$ cat src/rtl/spi_slave_core.sv
// SPI mode-0 slave core: 8-bit MSB-first frames, synchronized S_CLK/CS/MOSI, TX holding and RX data registers.
// Optional sticky overrun flag is built only when SPI_SLAVE_OVERRUN_EN is defined.
module spi_slave_core #(
  parameter int          SYNC_STAGES = 2,
  parameter logic [7:0]  DUMMY_BYTE  = 8'hFF
) (
  input  logic       CLK,
  input  logic       CLR,
  input  logic       WRITE,
  input  logic       READ,
  input  logic [7:0] INCOMING_DATA,
  output logic [7:0] OUTCOMING_DATA,
  output logic [7:0] STATUS,
  input  logic       S_CLK,
  input  logic       CS,
  input  logic       MOSI,
  output logic       MISO,
  output logic       MISO_OE
);

  typedef enum logic {IDLE, SHIFT} state_t;

  state_t                 state;
  logic [SYNC_STAGES-1:0] sclk_sync, cs_sync, mosi_sync;
  logic                   sclk_d, cs_d;
  logic [SYNC_STAGES:0]   settle;
  logic [2:0]             bit_cnt;
  logic [7:0]             tx_shift, rx_shift, tx_hold, rx_data;
  logic                   tx_full, rx_full, overrun, byte_seen, miso_q;

  logic sclk_s, cs_s, mosi_s;
  logic sclk_rise, sclk_fall, cs_fall, cs_rise;
  logic load_evt, byte_done;
  logic [7:0] load_dat, rx_next;

  assign sclk_s = sclk_sync[SYNC_STAGES-1];
  assign cs_s   = cs_sync[SYNC_STAGES-1];
  assign mosi_s = mosi_sync[SYNC_STAGES-1];

  assign sclk_rise = sclk_s & ~sclk_d;
  assign sclk_fall = ~sclk_s & sclk_d;
  // The reset value of the CS chain is not a real observation; a fall only
  // counts once the chain and its delayed copy hold genuine samples.
  assign cs_fall   = ~cs_s & cs_d & settle[SYNC_STAGES];
  assign cs_rise   = cs_s & ~cs_d;

  assign load_evt  = ((state == IDLE) && cs_fall) ||
                     ((state == SHIFT) && !cs_rise && sclk_fall && (bit_cnt == 3'd0) && byte_seen);
  assign load_dat  = tx_full ? tx_hold : (WRITE ? INCOMING_DATA : DUMMY_BYTE);
  assign byte_done = (state == SHIFT) && !cs_rise && sclk_rise && (bit_cnt == 3'd7);
  assign rx_next   = {rx_shift[6:0], mosi_s};

  always_ff @(posedge CLK) begin
    if (CLR) begin
      sclk_sync <= '0;
      cs_sync   <= '1;
      mosi_sync <= '0;
      sclk_d    <= 1'b0;
      cs_d      <= 1'b1;
      settle    <= '0;
    end else begin
      sclk_sync <= {sclk_sync[SYNC_STAGES-2:0], S_CLK};
      cs_sync   <= {cs_sync[SYNC_STAGES-2:0], CS};
      mosi_sync <= {mosi_sync[SYNC_STAGES-2:0], MOSI};
      sclk_d    <= sclk_s;
      cs_d      <= cs_s;
      settle    <= {settle[SYNC_STAGES-1:0], 1'b1};
    end
  end

  always_ff @(posedge CLK) begin
    if (CLR) begin
      state     <= IDLE;
      bit_cnt   <= 3'd0;
      tx_shift  <= 8'h00;
      rx_shift  <= 8'h00;
      byte_seen <= 1'b0;
      miso_q    <= 1'b0;
    end else begin
      case (state)
        IDLE: begin
          if (cs_fall) begin
            state     <= SHIFT;
            bit_cnt   <= 3'd0;
            byte_seen <= 1'b0;
            tx_shift  <= load_dat;
            miso_q    <= load_dat[7];
          end
        end
        SHIFT: begin
          if (cs_rise) begin
            state   <= IDLE;
            bit_cnt <= 3'd0;
            miso_q  <= 1'b0;
          end else if (sclk_rise) begin
            rx_shift <= rx_next;
            bit_cnt  <= bit_cnt + 3'd1;
            if (bit_cnt == 3'd7)
              byte_seen <= 1'b1;
          end else if (sclk_fall) begin
            if (bit_cnt != 3'd0) begin
              tx_shift <= {tx_shift[6:0], 1'b0};
              miso_q   <= tx_shift[6];
            end else if (byte_seen) begin
              tx_shift <= load_dat;
              miso_q   <= load_dat[7];
            end
          end
        end
        default: state <= IDLE;
      endcase
    end
  end

  // A WRITE landing on a load while the holding register is empty goes
  // straight into the shifter and never marks the holding register full.
  always_ff @(posedge CLK) begin
    if (CLR) begin
      tx_hold <= 8'h00;
      tx_full <= 1'b0;
    end else if (WRITE && !(load_evt && !tx_full)) begin
      tx_hold <= INCOMING_DATA;
      tx_full <= 1'b1;
    end else if (load_evt) begin
      tx_full <= 1'b0;
    end
  end

  always_ff @(posedge CLK) begin
    if (CLR) begin
      rx_data <= 8'h00;
      rx_full <= 1'b0;
    end else if (byte_done) begin
      rx_data <= rx_next;
      rx_full <= 1'b1;
    end else if (READ) begin
      rx_full <= 1'b0;
    end
  end

`ifdef SPI_SLAVE_OVERRUN_EN
  always_ff @(posedge CLK) begin
    if (CLR)
      overrun <= 1'b0;
    else if (READ)
      overrun <= 1'b0;
    else if (byte_done && rx_full)
      overrun <= 1'b1;
  end
`else
  assign overrun = 1'b0;
`endif

  assign OUTCOMING_DATA = rx_data;
  assign STATUS         = {4'b0000, (state == SHIFT), overrun, tx_full, rx_full};
  assign MISO_OE        = (state == SHIFT);
  assign MISO           = miso_q & MISO_OE;

endmodule

$ cat config.mk
export PLATFORM = sky130hd
export DESIGN_NAME = spi_slave_core
export DESIGN_NICKNAME = d
export VERILOG_FILES = /design/src/rtl/spi_slave_core.sv
export SDC_FILE = /design/constraint.sdc
export NUM_CORES = 1
export LEC_CHECK = 0
export ABC_AREA = 1
export BUFFER_PORTS_ARGS = -buffer_cell sky130_fd_sc_hd__buf_2
export CORE_MARGIN = 8
export CORE_UTILIZATION = 54
export CTS_BUF_LIST = sky130_fd_sc_hd__clkbuf_16
export CTS_CLUSTER_SIZE = 25
export DETAILED_ROUTE_END_ITERATION = 8
export PLACE_DENSITY = 0.84
export SLEW_MARGIN = 20
export SYNTH_ARGS = -nofsm -noshare
export SYNTH_HDL_FRONTEND = slang
export SYNTH_SLANG_ARGS = --single-unit
$ cat constraint.sdc
create_clock -name CLK -period 1.8 [get_ports CLK]
set_clock_uncertainty 0.15 [all_clocks]
set_input_delay 0.27 -clock CLK [delete_from_list [all_inputs] [get_ports CLK]]
set_output_delay 0.27 -clock CLK [all_outputs]
set_load 0.005 [all_outputs]
# == Word-level counts from Yosys, hierarchy flattened ==
# Cells that the tools add are included.
# op_classes
add_sub_neg,1
n_eq_ne,12
mux,33
n_bitwise,12
reduce_logical,22
# op_table
op,count
two-way mux 7 bit,6
two-way mux 1 bit,17
two-way mux 8 bit,2
case mux 7 bit (2 select lines),1
logical AND 1 bit,9
two-way mux 3 bit,3
"inequality test 3 x 1 -> 1 bit, second input constant",3
AND reduction 4 bit,2
bitwise AND 1 bit,6
"inequality test 2 x 1 -> 1 bit, second input constant",3
"inequality test 2 bit, second input constant",3
NOT 1 bit,6
case mux 1 bit (2 select lines),3
case mux 3 bit (2 select lines),1
AND reduction 5 bit,1
"inequality test 4 x 1 -> 1 bit, second input constant",1
nonzero test 2 bit,2
"adder 3 x 1 -> 3 bit, second input constant",1
"equality test 3 bit, second input constant",1
logical NOT 1 bit,3
logical NOT 3 bit,1
"inequality test 3 x 2 -> 1 bit, second input constant",1
AND reduction 3 bit,1
nonzero test 3 bit,1
2 further kinds,2
# word_totals
register_bits,49
wordCells,97

# == Depth between registers and ports, before layout ==
# logic_depth
ltp_word,12
mapped_depth,11

# == Worst setup path after synthesis ==
# Ideal clock, no wire load.
# synth_path
kind,register to register
startpoint,register bit_cnt[0]
endpoint,register tx_shift[0]
setup_ns,0.113
arrival_ns,1.298
required_ns,1.537
slack_ns,0.238
path_stages_with_launch,9
synth_period_minus_slack_ns,1.562
path_cell_list,dfxtp_1 > inv_1 > ha_1 > nand2_1 > nor3_1 > nor3_2 > nand2_1 > nand2_1 > nor2_1
# synth_between
elab_chain_len,6
word_cells_on_any_way,8
# synth_rtl
item,line,text
"start, declared",27,logic [2:0] bit_cnt;
"start signal, assigned",97,bit_cnt <= bit_cnt + 3'd1;
nonzero test 3 bit *,101,if (bit_cnt != 3'd0) begin
two-way mux 7 bit,101,
two-way mux 7 bit,100,end else if (sclk_fall) begin
two-way mux 7 bit,95,end else if (sclk_rise) begin
two-way mux 7 bit,91,if (cs_rise) begin
case mux 7 bit (2 select lines),80,case (state)
"end signal, assigned",86,tx_shift <= load_dat;
"end signal, assigned",102,"tx_shift <= {tx_shift[6:0], 1'b0};"
"end signal, assigned",105,tx_shift <= load_dat;
"end, declared",28,"logic [7:0] tx_shift, rx_shift, tx_hold, rx_data;"
# Mark *: on every way between the ends. The rest lies on a longest branch, timed or not. The select of a mux whose other input is x is not followed.
# A chain may end at the register's enable or synchronous reset.

# == Worst setup path after layout ==
# layout_path
startpoint,register bit_cnt[0]
endpoint,register tx_shift[6]
# Same word-level chain as after synthesis.

==> reports/metrics.cfg <==
[setup_path]
cp_num_buf_inv=1
cp.arrival_ns=1.75
critical_path_cell_count=8
r2r_start=bit_cnt[0]$_SDFFE_PP0P_
cp_common_cell=nand2_1
worstPathRequired_ns=1.83
startpoint_type=register
cp-startpoint=bit_cnt[0]$_SDFFE_PP0P_
critical_path.top_delay_family=simple AND/OR/NAND/NOR gates
worstSetupPathType=reg2reg
cp-end-kind=register
crit_fanout=10
critPathMaxStageDelay_ns=0.37
crit_chain=inv_1, ha_1, nand2_1, nor3_2, nor3_4, nand2_1, nand2_1, nor2_1
cpMaxStageDelayCell=nor3_4
reg2reg_depth=8

[sta]
drv_slew=0
setup_viol=0
finalCritPeriodShare=0.951
hold_viol_final=0
period_minus_slack_ns=1.71
fmax_mhz=584
finalSetupTns_ns=0

[power]
power.leakage_uw=0.00122
p_switching_uw=521
power_frac_seq=0.512
irDropWorstVdd_mv=0.530
p_clk_frac=0.409
power_density_nw_per_um2=897
intPower_uw=1700
pwr-share-comb=0.079
switching_share=0.235

[grt]
grt_max_degree=35
antenna_found_initial=0
grt_usage=0.143
grt_pass1_vias=1653
grt_pass1_wl_mm=7.18
gr-total-overflow=0

[drt]
num_vias=1859
drt-initial-drc-count=122
viasPerCell=4.94
drt_wl_total_mm=4.54
ant_nets=0
drtPass1Iterations=4
routedWlPerCell_um=12.1
drc=0

[clock_network]
clk_path_buf_depth=2
path_clk_slew_ns=0.07
clockRootBuffer=clkbuf_16
postCtsSetupBuffers=0
htree_levels=2
clkLatencyLatePin_ns=0.29
tritoncts=built
cts.sinks=49
cts_buffers=5

[yosys]
seq_area_frac_synth=0.453
synth_compound_area_frac=0.128
muxShareOfSynthArea=0
post_synth_num_cell_types=31
ys_top_cells_by_area=dfxtp_1 (45%), nor2_1 (11%), nand2_1 (8.5%), inv_1 (5.9%), o21ai_0 (5.1%)
synth-xor-area-share=0
ys_ff_latch=49
synth_adder_area_share=0.0173
yosysTopAreaCellShare=0.453
synth_cells=297
yosysWarnings=0
netlist_area_um2=2170
syn_avg_cell_area_um2=7.29
synth_top_family_by_area=simple AND/OR/NAND/NOR gates
synth-simple-area-share=0.286
synth_largest_area_cell=dfxtp_1

[placement]
port_buffers=27
place.gp.congestion=0.941
placed_cell_area_um2=2310
dpl.cell_count=368
dp_hpwl_mm=3.07

[floorplan]
dieArea_um2=6290
pin_count=33
start_util=0.549
row_count=23
die_w_um=79.3
coreArea_um2=3940
die_y_um=79.3

[cells_and_area]
area_growth_pct=14.1
antenna_cells=0
postLayoutCellArea_um2=2470
drive_gt1_frac=0.175
finalNetCount=343
n_fill_cell=322
instances_no_fill=376

[flow_run]
maxCapViolCount=0

[min_path]
whs_path_depth=2
hp-start=CS
hp-class=in2reg

[run_status]
status=finished clean

[path summary, 6_finish.rpt]
check	to	slack (ns)
worst max-delay path	tx_shift[6]$_SDFFE_PP0P_	0.09
worst min-delay path	cs_sync[0]$_SDFF_PP1_	0.02
worst max register to register	tx_shift[6]$_SDFFE_PP0P_	0.09
worst min register to register	mosi_sync[1]$_SDFF_PP0_	0.25
[power by group through the flow]
stage | combinational, uW | clock [uW] | sequential (uW)
floorplan | 131 | 0 | 1160
global placement | 165 | 0 | 1160
detailed placement | 170 | 0 | 1160
CTS | 172 | 911 | 1130
global route | 197 | 962 | 1140
finish | 175 | 907 | 1130
[registers in the layout, summed over array words and instances, names as in the netlist, 2 cells and up]
register / flops
rx_shift: 7
sclk_sync: 2
mosi_sync: 2
bit_cnt: 3
tx_shift: 7
cs_sync: 2
settle: 3
OUTCOMING_DATA: 8
tx_hold: 8
[final cells by class]
cell class | count | area, um^2 | area share
sequential | 49 | 981 | 0.397
multi-input combinational | 199 | 966 | 0.391
timing repair buffer | 33 | 180 | 0.0729
inverter | 37 | 139 | 0.0562
clock buffer | 5 | 125 | 0.0506
tap | 50 | 62.6 | 0.0253
clock inverter | 3 | 17.5 | 0.00709
[cells in the final DEF, fill, tap and decap left out, types with 4 or more instances in the layout]
master	synthesis	final
a21oi_1	17	17
buf_2	1	27
buf_4	8	6
clkbuf_16	0	5
conb_1	1	5
dfxtp_1	49	49
inv_1	34	34
nand2_1	49	48
nand3_1	14	14
nor2_1	66	66
o21ai_0	22	22
o22ai_1	4	4
or2_2	4	4
[synthesized netlist by cell type (all sizes together)]
| master | instances |
|---|---|
| a211oi | 3 |
| a21oi | 18 |
| buf | 11 |
| clkbuf | 5 |
| clkinv | 1 |
| conb | 1 |
| dfxtp | 49 |
| ha | 3 |
| inv | 36 |
| nand2 | 52 |
| nand3 | 16 |
| nand4 | 1 |
| nor2 | 67 |
| nor3 | 2 |
| o21ai | 23 |
| o221ai | 1 |
| o22ai | 4 |
| or2 | 4 |
[worst reg2reg max path, stage by stage, from the launching register on]
cell     delay (ns)
dfxtp_1        0.34
inv_1          0.07
ha_1           0.19
nand2_1        0.15
nor3_2         0.10
nor3_4         0.37
nand2_1        0.10
nand2_1        0.09
nor2_1         0.05
[routing by layer]
metal | part of all wire | track usage | vias to the layer above | wire length, um
met4 | 0.018 | 0.0667 | 0 | 81
met3 | 0.059 | 0.0440 | 7 | 267
met2 | 0.50 | 0.247 | 51 | 2270
li1 | - | - | 976 | -
met1 | 0.42 | 0.156 | 825 | 1920
met5 | 0 | 0 | - | 0
[timing repair]
action,in CTS,in global routing
endpoints found under the setup margin,0,5
hold buffers,0,0
gates resized for setup,0,3
endpoints found under the hold margin,0,0
[cells by family after synthesis]
group	after synthesis
flops	49
simple gates	142
fa+ha+maj	3
other cells	1
compound gates	49
buf+inv	53
[per-stage QoR]
stage | util | total power (uW) | worst slack, ns | hold WS [ns]
finish | 0.627 | 2220 | 0.0881 | 0.0157
global route | 0.627 | 2300 | -0.00429 | 0.0161
CTS | 0.623 | 2220 | 0.0185 | 0.0145
floorplan | - | 1290 | 0.238 | 0.198
global placement | 0.587 | 1320 | 0.141 | 0.240
detailed placement | 0.587 | 1330 | 0.0592 | 0.246
No activity file was read; power rests on OpenSTA's default activity.
